### src/rtl/lock_pkg.sv
// Shared constants, state type and helpers for the lock-in demodulator slice.
package lock_pkg;

  localparam int REF_W         = 14;
  localparam int PROD_W        = 28;
  localparam int ACC_W_DEFAULT = 56;

  typedef enum logic [1:0] {
    IDLE = 2'd0,
    ARM  = 2'd1,
    ACC  = 2'd2
  } lock_state_t;

  // Limit a requested averaging exponent to the largest one the period counter can hold.
  function automatic logic [3:0] clamp_avg(input logic [3:0] avg, input int max_log2);
    if (int'(avg) > max_log2) begin
      return 4'(max_log2);
    end
    return avg;
  endfunction

endpackage

### src/rtl/lock_demod_mac.sv
// One demodulator channel: input register, signed multiply, wrapping accumulator
// and the output register loaded with accumulator plus the current product on dump.
module lock_demod_mac
  import lock_pkg::*;
#(
  parameter int ACC_W = ACC_W_DEFAULT
) (
  input  logic                    clk,
  input  logic                    rst,
  input  logic signed [REF_W-1:0] sig_in,
  input  logic signed [REF_W-1:0] ref_in,
  input  logic                    acc_en,
  input  logic                    dump,
  input  logic                    clear,
  output logic signed [ACC_W-1:0] result
);

  logic signed [REF_W-1:0]  sig_r;
  logic signed [REF_W-1:0]  ref_r;
  logic signed [PROD_W-1:0] prod_r;
  logic signed [ACC_W-1:0]  prod_ext;
  logic signed [ACC_W-1:0]  acc;
  logic signed [ACC_W-1:0]  acc_sum;

  assign prod_ext = {{(ACC_W-PROD_W){prod_r[PROD_W-1]}}, prod_r};
  assign acc_sum  = acc + prod_ext;

  // Stage 1: capture sample and reference together.
  always_ff @(posedge clk or negedge rst) begin
    if (!rst) begin
      sig_r <= '0;
      ref_r <= '0;
    end else begin
      sig_r <= sig_in;
      ref_r <= ref_in;
    end
  end

  // Stage 2: full-precision signed product.
  always_ff @(posedge clk or negedge rst) begin
    if (!rst) begin
      prod_r <= '0;
    end else begin
      prod_r <= PROD_W'(sig_r) * PROD_W'(ref_r);
    end
  end

  // Stage 3: accumulate, or hand the finished sum to the output and restart from zero.
  always_ff @(posedge clk or negedge rst) begin
    if (!rst) begin
      acc    <= '0;
      result <= '0;
    end else if (clear) begin
      acc <= '0;
    end else if (dump) begin
      acc    <= '0;
      result <= acc_sum;
    end else if (acc_en) begin
      acc <= acc_sum;
    end
  end

endmodule

### src/rtl/lock_demod_h.sv
// Lock-in demodulator top: three-stage pipeline, IDLE/ARM/ACC control and result handshake.
// Optional second-harmonic channel (cos_2f -> x2_out) is built when LOCK_DEMOD_2F_EN is defined.
module lock_demod_h
  import lock_pkg::*;
#(
  parameter int ACC_W        = ACC_W_DEFAULT,
  parameter int AVG_MAX_LOG2 = 8
) (
  input  logic                    clk,
  input  logic                    rst,
  input  logic                    enable,
  input  logic [3:0]              avg_log2,
  input  logic signed [REF_W-1:0] sig_in,
  input  logic signed [REF_W-1:0] sin_ref,
  input  logic signed [REF_W-1:0] cos_ref,
  input  logic                    harmonic_trig,
`ifdef LOCK_DEMOD_2F_EN
  input  logic signed [REF_W-1:0] cos_2f,
  output logic signed [ACC_W-1:0] x2_out,
`endif
  output logic signed [ACC_W-1:0] x_out,
  output logic signed [ACC_W-1:0] y_out,
  output logic [31:0]             n_samp,
  output logic                    out_valid,
  input  logic                    out_ready,
  output logic                    overrun
);

  localparam int PER_W = AVG_MAX_LOG2 + 1;

  lock_state_t      state;
  lock_state_t      next_state;
  logic             trig_s1;
  logic             trig_s2;
  logic             acc_en;
  logic             dump;
  logic             clear;
  logic             avg_load;
  logic [3:0]       avg_cur;
  logic [PER_W-1:0] per_cnt;
  logic [PER_W-1:0] per_target;
  logic             last_period;
  logic [31:0]      samp_cnt;
  logic [31:0]      samp_next;

  assign per_target  = PER_W'(1) << avg_cur;
  assign last_period = (per_cnt + PER_W'(1)) == per_target;
  assign samp_next   = (samp_cnt == 32'hFFFF_FFFF) ? samp_cnt : samp_cnt + 32'd1;
  assign avg_load    = ((state != ACC) && (next_state == ACC)) || dump;

  // Delay the trigger through the same two stages as the data it marks.
  always_ff @(posedge clk or negedge rst) begin
    if (!rst) begin
      trig_s1 <= 1'b0;
      trig_s2 <= 1'b0;
    end else begin
      trig_s1 <= harmonic_trig;
      trig_s2 <= trig_s1;
    end
  end

  // Control state register.
  always_ff @(posedge clk or negedge rst) begin
    if (!rst) begin
      state <= IDLE;
    end else begin
      state <= next_state;
    end
  end

  // Next state and per-sample accumulate/dump/clear decisions; enable low overrides everything.
  always_comb begin
    next_state = state;
    acc_en     = 1'b0;
    dump       = 1'b0;
    clear      = 1'b0;
    if (!enable) begin
      next_state = IDLE;
      clear      = 1'b1;
    end else begin
      case (state)
        IDLE: begin
          clear      = 1'b1;
          next_state = ARM;
        end
        ARM: begin
          clear = 1'b1;
          if (trig_s2) begin
            next_state = ACC;
          end
        end
        ACC: begin
          if (trig_s2 && last_period) begin
            dump = 1'b1;
          end else begin
            acc_en = 1'b1;
          end
        end
        default: begin
          next_state = IDLE;
          clear      = 1'b1;
        end
      endcase
    end
  end

  // Averaging length is only picked up when integration starts or restarts.
  always_ff @(posedge clk or negedge rst) begin
    if (!rst) begin
      avg_cur <= '0;
    end else if (avg_load) begin
      avg_cur <= clamp_avg(avg_log2, AVG_MAX_LOG2);
    end
  end

  // Period and sample counters for the result being integrated.
  always_ff @(posedge clk or negedge rst) begin
    if (!rst) begin
      per_cnt  <= '0;
      samp_cnt <= '0;
    end else if (clear || dump) begin
      per_cnt  <= '0;
      samp_cnt <= '0;
    end else if (acc_en) begin
      samp_cnt <= samp_next;
      if (trig_s2) begin
        per_cnt <= per_cnt + PER_W'(1);
      end
    end
  end

  // Result handshake: a new load wins over a transfer, and a load onto an untaken result flags overrun.
  always_ff @(posedge clk or negedge rst) begin
    if (!rst) begin
      out_valid <= 1'b0;
      overrun   <= 1'b0;
      n_samp    <= '0;
    end else begin
      if (dump) begin
        out_valid <= 1'b1;
        n_samp    <= samp_next;
        if (out_valid && !out_ready) begin
          overrun <= 1'b1;
        end
      end else if (out_ready) begin
        out_valid <= 1'b0;
      end
      if (!enable) begin
        overrun <= 1'b0;
      end
    end
  end

  lock_demod_mac #(.ACC_W(ACC_W)) u_mac_x (
    .clk    (clk),
    .rst    (rst),
    .sig_in (sig_in),
    .ref_in (cos_ref),
    .acc_en (acc_en),
    .dump   (dump),
    .clear  (clear),
    .result (x_out)
  );

  lock_demod_mac #(.ACC_W(ACC_W)) u_mac_y (
    .clk    (clk),
    .rst    (rst),
    .sig_in (sig_in),
    .ref_in (sin_ref),
    .acc_en (acc_en),
    .dump   (dump),
    .clear  (clear),
    .result (y_out)
  );

`ifdef LOCK_DEMOD_2F_EN
  lock_demod_mac #(.ACC_W(ACC_W)) u_mac_x2 (
    .clk    (clk),
    .rst    (rst),
    .sig_in (sig_in),
    .ref_in (cos_2f),
    .acc_en (acc_en),
    .dump   (dump),
    .clear  (clear),
    .result (x2_out)
  );
`endif

endmodule
### config.mk
export PLATFORM = sky130hd
export DESIGN_NAME = lock_demod_h
export DESIGN_NICKNAME = d
export VERILOG_FILES = /design/src/rtl/lock_pkg.sv /design/src/rtl/lock_demod_mac.sv /design/src/rtl/lock_demod_h.sv
export SDC_FILE = /design/constraint.sdc
export NUM_CORES = 2
export LEC_CHECK = 0
export ABC_AREA = 1
export CORE_AREA = 5 5 382 384
export DETAILED_ROUTE_END_ITERATION = 10
export DIE_AREA = 0 0 387 389
export SLEW_MARGIN = 20
export SYNTH_ARGS = -nofsm -noshare
export SYNTH_HDL_FRONTEND = slang
export SYNTH_HIERARCHICAL = 1
export SYNTH_SLANG_ARGS = --single-unit
### constraint.sdc
create_clock -name clk -period 7.7 [get_ports clk]
set_input_delay 0.77 -clock clk [delete_from_list [all_inputs] [get_ports clk]]
set_output_delay 0.77 -clock clk [all_outputs]
set_load 0.05 [all_outputs]
### After elaboration in Yosys (flattened, before gate mapping)

Cells that the tools add are included.

| operators by class | value |
|---|---|
| add/sub/neg operators | 4 |
| $mul | 2 |
| magnitude comparators | 1 |
| equality and inequality tests | 8 |
| shift operators | 1 |
| mux-type cells | 32 |
| bitwise operators | 1 |
| reductions and logical operators | 14 |

Operator list:

| kind | number |
|---|---|
| $mux 56 | 6 |
| $add 56x28->56 | 2 |
| $mux 32 | 3 |
| $mul 14x14->28 | 2 |
| $add 32x1->32 const B | 1 |
| $eq 32x32->1 const B | 1 |
| $mux 9 | 3 |
| $mux 1 | 15 |
| $add 9x1->9 const B | 1 |
| $eq 9x9->1 | 1 |
| $shl 1x4->9 const A | 1 |
| $mux 4 | 2 |
| $pmux 2 s3 | 1 |
| $reduce_and 2->1 | 3 |
| $reduce_bool 2->1 | 3 |
| $eq 2x2->1 const B | 2 |
| $gt 4x4->1 const B | 1 |
| $mux 2 | 2 |
| $ne 2x1->1 const B | 2 |
| $logic_and 1x1->1 | 3 |
| $reduce_bool 3->1 | 1 |
| $eq 2x1->1 const B | 1 |
| $logic_not 2->1 | 1 |
| $logic_or 1x1->1 | 2 |
| 3 further kinds | 3 |

| storage, ports and cells | value |
|---|---|
| flip-flop bits (word level) | 405 |
| bits of input ports | 51 |
| output and inout bits | 146 |
| word-level logic and storage cells | 81 |

### Depth between registers and ports, before layout

| depth | value |
|---|---|
| depth in word-level cells | 9 |
| depth in mapped cells | 28 |
| depth with buffers taken out | 27 |

### Modules after synthesis

The synthesis kept the hierarchy.

By module, submodules not included:

| module | times used | cells each | area an instance (um^2) | seq. area each (um^2) |
|---|---|---|---|---|
| lock_demod_mac (u_mac_x) | 1 | 2,672 | 18,946.9 | 4,204.0 |
| lock_demod_mac (u_mac_y) | 1 | 2,681 | 18,881.9 | 4,204.0 |
| lock_demod_h | 1 | 594 | 4,581.9 | 2,077.0 |

### Least setup slack after synthesis

No wires, ideal clock.

| timing | value |
|---|---|
| path kind | flip-flop to flip-flop |
| start point | register u_mac_x.ref_r[3] |
| end point | register u_mac_x.prod_r[27] |
| data arrival time | 5,720 ps |
| required time | 7,584 ps |
| path slack | 1,863 ps |
| cell stages (with the launch flop) | 23 |
| buffers on the path | 1 |
| period minus slack after synthesis | 5,837 ps |
| path through | dfrtp_1 -> clkbuf_1 -> nand2_1 -> fa_1 -> inv_1 -> fa_1 -> inv_1 -> fa_1 -> inv_1 -> fa_1 -> fa_1 -> inv_1 -> fa_1 -> inv_1 -> ha_1 -> a21oi_1 -> o21ai_0 -> a21oi_1 -> nand3_1 -> a21oi_1 -> inv_1 -> nand2_1 -> nand2_1 |

| on the way | value |
|---|---|
| longest elaborated chain between the ends | 1 |

RTL lines:

| element | line | RTL |
|---|---|---|
| start, declared | lock_demod_mac.sv:19 | `logic signed [REF_W-1:0] ref_r;` |
| start signal, assigned | lock_demod_mac.sv:35 | `ref_r <= ref_in;` |
| $mul 14x14->28 | lock_demod_mac.sv:44 | `prod_r <= PROD_W'(sig_r) * PROD_W'(ref_r);` |
| end signal, assigned | lock_demod_mac.sv:44 |  |
| end, declared | lock_demod_mac.sv:20 | `logic signed [PROD_W-1:0] prod_r;` |

No other way between the ends.
A chain may end at the register's enable or synchronous reset.

### Worst setup path in the final report

Same ends and word-level chain as after synthesis.

==> metrics <==
Critical R2R Capture=u_mac_x/prod_r[27]; Worst Path Max Fanout=14; Max-Cap Viols=0; skew final=0.03490 ns; H-Tree Depth=2; Rel. slew slack=between 20% and 30%; share of cells above drive strength 1=5.492%; I/O pins=197; hold slack=0.08637 ns; Yosys warning total=6; largest family of logic cells by synthesized area=simple AND/OR/NAND/NOR gates; Routed WL=127.1 mm; post-DP HPWL=roughly 100 mm; post-CTS sizing=0; min Tclk post-route=6.254 ns; CTS tree=done; total global-route track usage=between 15 and 20%; CTS Hold Bufs=0; TritonCTS Buffers=51; drt wl/cell=15.80 um; main area contributors after synthesis=dfrtp_1 25%, fa_1 19%, nand2_1 18%; CP Data Required Time=8.21 ns; number of synthesized flops with an enable pin=0; Setup WS post-layout=about 1.4 ns; Crit Path Class=flop to flop; Core Area=~140000 sq um; dpl ws=about 1.4 ns; Synth Area in Compound Gates=4.416%; FFs w/ async S/R, synth=100.0%; via count=about 36k; # DRC=0; Initial DRT Pass Iterations=6; final slew viol count=0; placed instance area=46390 sq um; number of synthesized register bits=419; post-synth top area share=24.72%; Area Overhead vs Synth=13.40%; WP data arrival=6.76 ns; Yosys top cell by area=dfrtp_1; Adder-Cell Fraction of Synth Area=about a quarter; register area share after synthesis=roughly 25%; Synth top cells by count=2061 x nand2_1, 1378 x inv_1, 419 x dfrtp_1; worst r2r src=u_mac_x/ref_r[3]; Worst-path clk slew=0.06 ns; status=finished clean; xor and xnor area share after synthesis=roughly 2.4%; mux cell area share after synthesis=0%; post-detailed-route count of antenna-violating nets=0; post-synthesis instance total=5947; Synth cell types=44; Final Hold Vio Count=0; Syn Std Cell Area=42410 sq um; chip height=389 um; Overflow after GRT=0; CP Capture Type=flop; post-CTS setup buffer count=0; post-route cell area=a little under 50000 sq um; vias in the first global route=35.79k; pwr dens=~380 nW/um^2; count leader, synth=nand2_1; final RePlAce weighted congestion=0.9460; I/O Buffers=a little under 200; Initial Util=about 30%; Tcrit/Tclk final=81.22%; TNS Setup=0 ns; first-pass GRT wire length=202.2 mm; clk buf depth=3; Leak=27.17 nW; final design utilization=~34%; CP startpoint kind=flop; Root Driver=clkbuf_16; Synth Area in Simple Gates=29.09%; post-synth net total=~6.6k; fmax=0.1599 GHz; die width=around 390 um; drt via density=between 4 and 5; clk_lat worst skew=around 0.65 ns; Sink Count=419; largest net degree at the start of global routing=148; FF-to-FF setup slack=1.45 ns; syn avg cell area=roughly 7.1 sq um; predominant post-synthesis flop cell=dfrtp_1; final net count=6786; hold crit path type=input port to asynchronous set/reset pin; endpoints failing setup=0; initial antenna violation count=5; reg2reg path depth=21; Worst VDD drop=0.3605 mV; worst-margin pin slew=1.067 ns; die area=roughly 150000 sq um; DRT iter0 DRCs=~2.6k; unrepaired setup endpoints after global routing=false; cell row count=139
[metrics by stage]
step                total power [W]  instances
global placement            0.01596       7947
CTS                         0.01866       8039
global route                0.02068       8039
floorplan                   0.01249       5947
finish                      0.01834       8041
detailed placement          0.01606       7947
[worst max path at each step]
stage	slack, ns	startpoint	endpoint
after global routing	0.96	u_mac_x/ref_r[3]	u_mac_x/prod_r[27]
after floorplan	1.86	u_mac_x/ref_r[3]	u_mac_x/prod_r[27]
after CTS	1.40	u_mac_x/ref_r[3]	u_mac_x/prod_r[27]
after global placement	1.40	u_mac_x/sig_r[13]	u_mac_x/prod_r[27]
final	1.45	u_mac_x/ref_r[3]	u_mac_x/prod_r[27]
after detailed placement	1.41	u_mac_x/ref_r[3]	u_mac_x/prod_r[27]
[where the power goes]
part	switching, W	leakage, nW	internal, W	total [W]
combinational	0.00837	20.8	0.00469	0.0131
sequential	0.000247	5.59	0.00256	0.00281
clock	0.00106	0.827	0.00142	0.00247
total	0.00967	27.2	0.00867	0.0183
[routing by layer]
| metal | wire length (um) | up-vias | share of wire (%) | global-route usage, % |
|---|---|---|---|---|
| met5 | 0 | - | 0 | 0 |
| met4 | 2757 | 0 | 2.2 | 3.882 |
| met3 | 6202 | 113 | 4.9 | 2.134 |
| met2 | 56900 | 790 | 45 | 26.83 |
| met1 | 61200 | 17030 | 48 | 23.95 |
| li1 | - | 17920 | - | - |
[worst max-delay path: stages, from the launching register on]
cell     delay [ns]
dfrtp_1        0.64
nand2_1        0.21
fa_1           0.60
inv_1          0.07
fa_1           0.86
inv_1          0.18
fa_1           0.56
inv_1          0.05
fa_1           0.46
fa_1           0.54
inv_1          0.05
fa_1           0.49
inv_1          0.04
ha_1           0.35
a21oi_1        0.23
o21ai_0        0.13
a21oi_1        0.16
nand3_1        0.13
a21oi_1        0.18
inv_1          0.05
nand2_1        0.06
nand2_1        0.05
[cell type report]
type / instances / area, sq um
fillers: 15260 / 94340
multi-input cells: 4013 / 26170
flip-flops and latches: 419 / 10490
inverters: 1401 / 5260
well taps: 1903 / 2381
repair buffers: 211 / 2092
clock buffers: 66 / 1423
clock inverters: 26 / 274.0
diodes: 2 / 5.005
[logic make-up after synthesis]
family / Yosys count
AO/OA/AOI/OAI: 329
XOR/XNOR: 117
adder cells (fa/ha/maj): 638
buffers and inverters: 1515
flip-flops: 419
AND/OR/NAND/NOR: 2929
[layout by cell type (no fill, tap or decap), types with 5 or more instances in the layout]
| cell | n |
|---|---|
| nor3_2 | 17 |
| a21oi_1 | 150 |
| nand2_2 | 49 |
| nor2_4 | 11 |
| nand2_1 | 2061 |
| nand3_2 | 20 |
| o21ai_2 | 32 |
| nor3_1 | 37 |
| o21ai_0 | 104 |
| clkdlybuf4s50_1 | 195 |
| a21o_1 | 13 |
| a22o_1 | 7 |
| nor2_1 | 258 |
| xor2_1 | 70 |
| and2_1 | 11 |
| clkbuf_1 | 6 |
| dfrtp_1 | 418 |
| clkbuf_8 | 9 |
| buf_4 | 14 |
| inv_6 | 10 |
| inv_1 | 1376 |
| inv_2 | 22 |
| nand3b_1 | 13 |
| nor2_2 | 57 |
| nand3_1 | 306 |
| nand4_1 | 47 |
| fa_1 | 392 |
| clkinv_2 | 5 |
| ha_1 | 246 |
| and3_1 | 6 |
| o21bai_1 | 8 |
| xnor2_1 | 47 |
| nor4_1 | 5 |
| or2_2 | 18 |
| or2_1 | 5 |
| o21ai_1 | 5 |
| clkbuf_16 | 51 |
[flip-flops by register name (all words and copies together), names as in the netlist, 4 cells and up]
signal / count
n_samp: 32
u_mac_x/result: 56
per_cnt: 9
u_mac_y/acc: 56
u_mac_x/prod_r: 28
samp_cnt: 32
u_mac_x/ref_r: 14
u_mac_y/result: 56
avg_cur: 4
u_mac_y/ref_r: 14
u_mac_x/sig_r: 14
u_mac_y/sig_r: 14
u_mac_y/prod_r: 28
u_mac_x/acc: 56
No activity file was read; power rests on OpenSTA's default activity.
